File: src/rtl/loader_pkg.sv
// Shared constants and state type for the RAM stream loader and the 32K x 8 RAM.
package loader_pkg;

  localparam int unsigned DEF_ADDR_W    = 16;
  localparam int unsigned DEF_DATA_W    = 8;
  localparam int unsigned DEF_LEN_W     = 16;
  localparam int unsigned DEF_MEM_DEPTH = 32768;

  typedef enum logic [1:0] {
    IDLE = 2'd0,
    LOAD = 2'd1,
    DONE = 2'd2
  } loader_state_t;

endpackage

File: src/rtl/loader_addr_counter.sv
// RAM write pointer: loads the base address (reduced modulo MEM_DEPTH),
// then advances by one per accepted byte, wrapping from MEM_DEPTH-1 to 0.
module loader_addr_counter
  import loader_pkg::*;
#(
  parameter int unsigned ADDR_W    = DEF_ADDR_W,
  parameter int unsigned MEM_DEPTH = DEF_MEM_DEPTH
) (
  input  logic              clk,
  input  logic              RST,
  input  logic              load,
  input  logic [ADDR_W-1:0] base,
  input  logic              inc,
  output logic [ADDR_W-1:0] ptr
);

  localparam logic [ADDR_W-1:0] LAST_ADDR = ADDR_W'(MEM_DEPTH - 1);

  // Pointer register: load has priority over increment
  always_ff @(posedge clk or posedge RST) begin
    if (RST) begin
      ptr <= '0;
    end else if (load) begin
      ptr <= ADDR_W'(32'(base) % MEM_DEPTH);
    end else if (inc) begin
      ptr <= (ptr == LAST_ADDR) ? '0 : ptr + 1'b1;
    end
  end

endmodule

File: src/rtl/ram_stream_loader.sv
// Byte-stream to RAM loader: writes a valid/ready byte stream to consecutive
// RAM addresses from a programmed base and pulses done after the programmed
// length. Optional feature macro: LOADER_CHECKSUM_EN (running byte checksum).
module ram_stream_loader
  import loader_pkg::*;
#(
  parameter int unsigned ADDR_W    = DEF_ADDR_W,
  parameter int unsigned DATA_W    = DEF_DATA_W,
  parameter int unsigned LEN_W     = DEF_LEN_W,
  parameter int unsigned MEM_DEPTH = DEF_MEM_DEPTH
) (
  input  logic              clk,
  input  logic              RST,
  input  logic              start,
  input  logic [ADDR_W-1:0] base_addr,
  input  logic [LEN_W-1:0]  length,
  input  logic [DATA_W-1:0] in_data,
  input  logic              in_valid,
  output logic              in_ready,
  output logic [ADDR_W-1:0] ram_address,
  output logic [DATA_W-1:0] ram_data,
  output logic              ram_write_signal,
  output logic              ram_read_signal,
  output logic              busy,
  output logic              done,
  output logic [LEN_W-1:0]  byte_count,
  output logic [DATA_W-1:0] checksum
);

  loader_state_t     state;
  logic [LEN_W-1:0]  len_q;
  logic [ADDR_W-1:0] ptr;
  logic              start_ok;
  logic              accept;
  logic              last_byte;

  assign start_ok  = start && (state == IDLE);
  assign in_ready  = (state == LOAD);
  assign accept    = in_valid && in_ready;
  assign last_byte = accept && (byte_count == len_q - 1'b1);

  assign busy            = (state != IDLE);
  assign done            = (state == DONE);
  assign ram_read_signal = 1'b0;

  loader_addr_counter #(
    .ADDR_W    (ADDR_W),
    .MEM_DEPTH (MEM_DEPTH)
  ) u_addr_counter (
    .clk  (clk),
    .RST  (RST),
    .load (start_ok),
    .base (base_addr),
    .inc  (accept),
    .ptr  (ptr)
  );

  // Transfer FSM: zero-length transfers go straight to DONE
  always_ff @(posedge clk or posedge RST) begin
    if (RST) begin
      state <= IDLE;
      len_q <= '0;
    end else begin
      unique case (state)
        IDLE: if (start) begin
          len_q <= length;
          state <= (length == '0) ? DONE : LOAD;
        end
        LOAD: if (last_byte) state <= DONE;
        DONE: state <= IDLE;
        default: state <= IDLE;
      endcase
    end
  end

  // RAM write port: one registered write per accepted byte, address/data hold when idle
  always_ff @(posedge clk or posedge RST) begin
    if (RST) begin
      ram_write_signal <= 1'b0;
      ram_address      <= '0;
      ram_data         <= '0;
    end else begin
      ram_write_signal <= accept;
      if (accept) begin
        ram_address <= ptr;
        ram_data    <= in_data;
      end
    end
  end

  // Accepted-byte counter, cleared on start
  always_ff @(posedge clk or posedge RST) begin
    if (RST) begin
      byte_count <= '0;
    end else if (start_ok) begin
      byte_count <= '0;
    end else if (accept) begin
      byte_count <= byte_count + 1'b1;
    end
  end

`ifdef LOADER_CHECKSUM_EN
  // Running modulo-2^DATA_W sum of accepted bytes, cleared on start
  always_ff @(posedge clk or posedge RST) begin
    if (RST) begin
      checksum <= '0;
    end else if (start_ok) begin
      checksum <= '0;
    end else if (accept) begin
      checksum <= checksum + in_data;
    end
  end
`else
  assign checksum = '0;
`endif

endmodule

File: config.mk
export PLATFORM = sky130hd
export DESIGN_NAME = ram_stream_loader
export DESIGN_NICKNAME = d
export VERILOG_FILES = /design/src/rtl/loader_pkg.sv /design/src/rtl/loader_addr_counter.sv /design/src/rtl/ram_stream_loader.sv
export SDC_FILE = /design/constraint.sdc
export NUM_CORES = 1
export LEC_CHECK = 0
export ABC_AREA = 0
export ABC_CLOCK_PERIOD_IN_PS = 2900
export CORE_UTILIZATION = 30
export CTS_BUF_LIST = sky130_fd_sc_hd__clkbuf_8
export CTS_CLUSTER_DIAMETER = 50
export DETAILED_ROUTE_END_ITERATION = 8
export GPL_TIMING_DRIVEN = 0
export HOLD_SLACK_MARGIN = 0.06
export SKIP_CTS_REPAIR_TIMING = 1
export SYNTH_ARGS = -nofsm -noshare
export SYNTH_HDL_FRONTEND = slang
export SYNTH_HIERARCHICAL = 1
export SYNTH_SLANG_ARGS = --single-unit
File: constraint.sdc
create_clock -name clk -period 2.9 [get_ports clk]
set_clock_uncertainty 0.1 [all_clocks]
set_input_delay 0.58 -clock clk [delete_from_list [all_inputs] [get_ports clk]]
set_output_delay 0.58 -clock clk [all_outputs]
set_load 0.02 [all_outputs]
==> impl_metrics.env <==
export IMPL_multi_input_area_um2=1990
export IMPL_regArea_um2=1880
export IMPL_p_sw_share_pct=39.7
export IMPL_cts_sinks=75
export IMPL_die_y_um=118
export IMPL_grt_max_degree=41
export IMPL_yosys_area_share_simple_pct=25.9
export IMPL_hold_ws_ns=0.380
export IMPL_maxSlewHeadroom_pct=56.0
export IMPL_p_switching_mw=1.96
export IMPL_start_util_pct=31.2
export IMPL_netlist_top_cells_area="dfrtp_1, nand2_1, xnor2_1"
export IMPL_antenna_found_initial=0
export IMPL_clockBufferDepth=2
export IMPL_detailedRoute_firstIterationViolations=127
export IMPL_synthXorXnorAreaFrac_pct=8.74
export IMPL_wl_mm=10.6
export IMPL_critPathRequiredTime_ns=3.09
export IMPL_synth_compound_area_share_pct=8.40
export IMPL_pwr_share_seq_pct=38.2
export IMPL_tightest_slew_ns=0.660
export IMPL_cpMaxStageDelayCell="or4b_2"
export IMPL_syn_avg_cell_area_um2=9.23
export IMPL_fin_nets=586
export IMPL_yosysUniqueCellTypes=53
export IMPL_vias_per_cell=4.86
export IMPL_rsz0062_at_grt="false"
export IMPL_p_total_mw=4.94
export IMPL_synth_warnings=6
export IMPL_portBuffers=86
export IMPL_synth_mux_area_share_pct=4.21
export IMPL_grt_remaining_overflow=0
export IMPL_status="complete, no violations"
export IMPL_hold_viol_final=0
export IMPL_place_hpwl_mm=7.85
export IMPL_p_leak_nw=2.27
export IMPL_cts_root_buf="clkbuf_8"
export IMPL_tns_ns=0
export IMPL_grt_use_total_pct=15.8
export IMPL_synth_area_um2=4010
export IMPL_internal_power_mw=2.98
export IMPL_final_cell_mix="nand2_1, clkdlybuf4s50_1, dfrtp_1"
export IMPL_start_kind="flop"
export IMPL_critPathBufInv=1
export IMPL_synth_cells=434
export IMPL_drc=0
export IMPL_yosysTopAreaCell="dfrtp_1"
export IMPL_cts_made_buffers=9
export IMPL_max_clock_freq_ghz=0.365
export IMPL_ant_nets=0
export IMPL_finalNonFillerCells=716
export IMPL_grt_pass1_wl_mm=17.4
export IMPL_ys_ff_latch=75
export IMPL_dp_cells=701
export IMPL_synth_top_family_by_area="simple AND/OR/NAND/NOR gates"
export IMPL_fp_dieW_um=118
export IMPL_irDropWorstVdd_uv=425
export IMPL_clockPowerShare_pct=18.6
export IMPL_core_area_um2=12800
export IMPL_critPathTopFamily="simple AND/OR/NAND/NOR gates"
export IMPL_mostFrequentLayoutCell="nand2_1"
export IMPL_synth_edf_count=0
export IMPL_dieArea_um2=13800
export IMPL_grt_pass1_vias=3472
export IMPL_antenna_cells=0
export IMPL_min_path_type="flop to flop"
export IMPL_power_density_nw_per_um2=917
export IMPL_synth_top_area_share_pct=46.8
export IMPL_num_rows=41
export IMPL_max_cap_violations=0
export IMPL_num_io_pins=97
export IMPL_worstPathArrival_ns=2.93
export IMPL_finalCritPeriodShare_pct=94.5
export IMPL_path_cells="inv_1, ha_1, or4b_2, nor4b_2, xnor2_1, o21ai_0, nor4_2, o21bai_1"
export IMPL_finalSetupViolCount=0
export IMPL_areaGrowthSynthToFinish_pct=34.4
export IMPL_synthAdderAreaFrac_pct=0.937
export IMPL_routed_wl_met2_mm=5.03
export IMPL_clock_latency_ns=0.36
export IMPL_num_vias=3478
export IMPL_crit_type="flop to flop"
export IMPL_drive_gt1_share_pct=11.9
export IMPL_highest_layer="met4"
export IMPL_ys_dominant_reg_cell="dfrtp_1"
export IMPL_n_fill_cell=1309
export IMPL_ys_seq_area_share_pct=46.8
export IMPL_wl_met1_mm=4.85
export IMPL_worstSetupEndpointType="flop"
export IMPL_htreeDepth=3
export IMPL_critPathMaxFanout=5
export IMPL_finalMaxSlewViolations=0
export IMPL_drt_first_pass_iters=4
export IMPL_cts_tree="yes"
export IMPL_route_met3_wl_um=519
export IMPL_p_comb_share_pct=43.1
export IMPL_post_drt_wl_per_cell_um=14.7
export IMPL_critPathMaxStageDelay_ns=0.64
export IMPL_async_reset_ff_share_pct=100
export IMPL_fin_crit_ns=2.74
export IMPL_cts_clk_slew_worst_paths_ns=0.08
export IMPL_place_congestion=0.895
export IMPL_postLayoutCoreUtil_pct=42.0
## sequential cells by signal, summed over array words and instances (netlist names)
name	flops
byte_count	16
ram_address	16
ram_data	8
len_q	16
ram_write_signal	1
u_addr_counter/ptr	16
state	2
## worst min-delay path: cells and delay by family, from the launching register on
family           cells  cell delay (ns)
flip-flops           1             0.35
AND/OR/NAND/NOR      2             0.10
## routing by layer
metal / vias to the layer above / GRT usage (%)
met1: 1681 / 19.6
met3: 13 / 3.59
li1: 1686 / -
met5: - / 0
met4: 0 / 5.13
met2: 98 / 27.0
## synthesized netlist by cell type (2+ instances only)
library cell,number
inv_1,14
xnor2_1,21
nor4_2,2
nand2_1,105
a21oi_1,11
nand4b_1,3
dfrtp_1,75
nand2b_1,4
nor3_1,7
o21ai_0,20
nand3_1,11
o21ai_1,3
or4b_2,2
or3_1,7
nor4_1,12
o2111ai_1,2
o21a_1,2
buf_6,2
and4_1,2
clkbuf_1,10
o21bai_1,2
nand4_1,9
nor2_1,25
buf_4,9
buf_1,3
nand3b_1,3
or3b_2,2
a211oi_1,3
mux2_2,15
xor2_1,19
nor2b_1,3
nor4b_1,2
ha_1,3
o31ai_1,2
## power groups by stage
stage	registers (mW)	logic, mW	clock network [mW]
floorplan	2.02	1.17	0
finish	1.89	2.13	0.921
global route	1.95	2.34	0.997
CTS	1.89	2.14	0.959
detailed placement	1.90	2.12	0
global placement	1.89	2.08	0
## per-stage QoR
stage | worst slack (ns) | area, um^2
6_report | 0.159 | 5390
5_1_grt | 0.0278 | 5390
4_1_cts | -0.844 | 5360
3_5_place_dp | -1.20 | 5130
3_3_place_gp | -1.19 | 5110
2_1_floorplan | 0.103 | 4040
## area by class of cell
class | instances | share of cell area (%)
Multi-Input combinational cell | 328 | 36.9
Timing Repair Buffer | 87 | 16.4
Tap cell | 172 | 4.00
Clock inverter | 5 | 1.42
Buffer | 24 | 2.74
Sequential cell | 75 | 34.8
Clock buffer | 11 | 2.81
Inverter | 14 | 0.976
## path summary, 6_finish.rpt
check	startpoint	end	slack (ns)	cells past startpoint
min reg2reg	ram_address[10]	ram_address[10]	0.38	2
max	len_q[0]	state[1]	0.16	8
min in group asynchronous	RST	ram_address[6]	0.48	2
max in group asynchronous	RST	byte_count[15]	1.63	3
max reg2reg	len_q[0]	state[1]	0.16	8
min	ram_address[10]	ram_address[10]	0.38	2
## kinds of logic (layout without fill, tap and decap cells)
kind of cell               after synthesis  in the layout
and+or+nand+nor                        207            207
DFF                                     75             75
AOI/OAI and AO/OA                       54             54
xor gates and xnor gates                40             40
buffers and inverters                   39            141
muxes                                   15             15
adders and majority gates                3              3
other                                    1              9
Note: power is estimated with default switching activity, not from simulation.
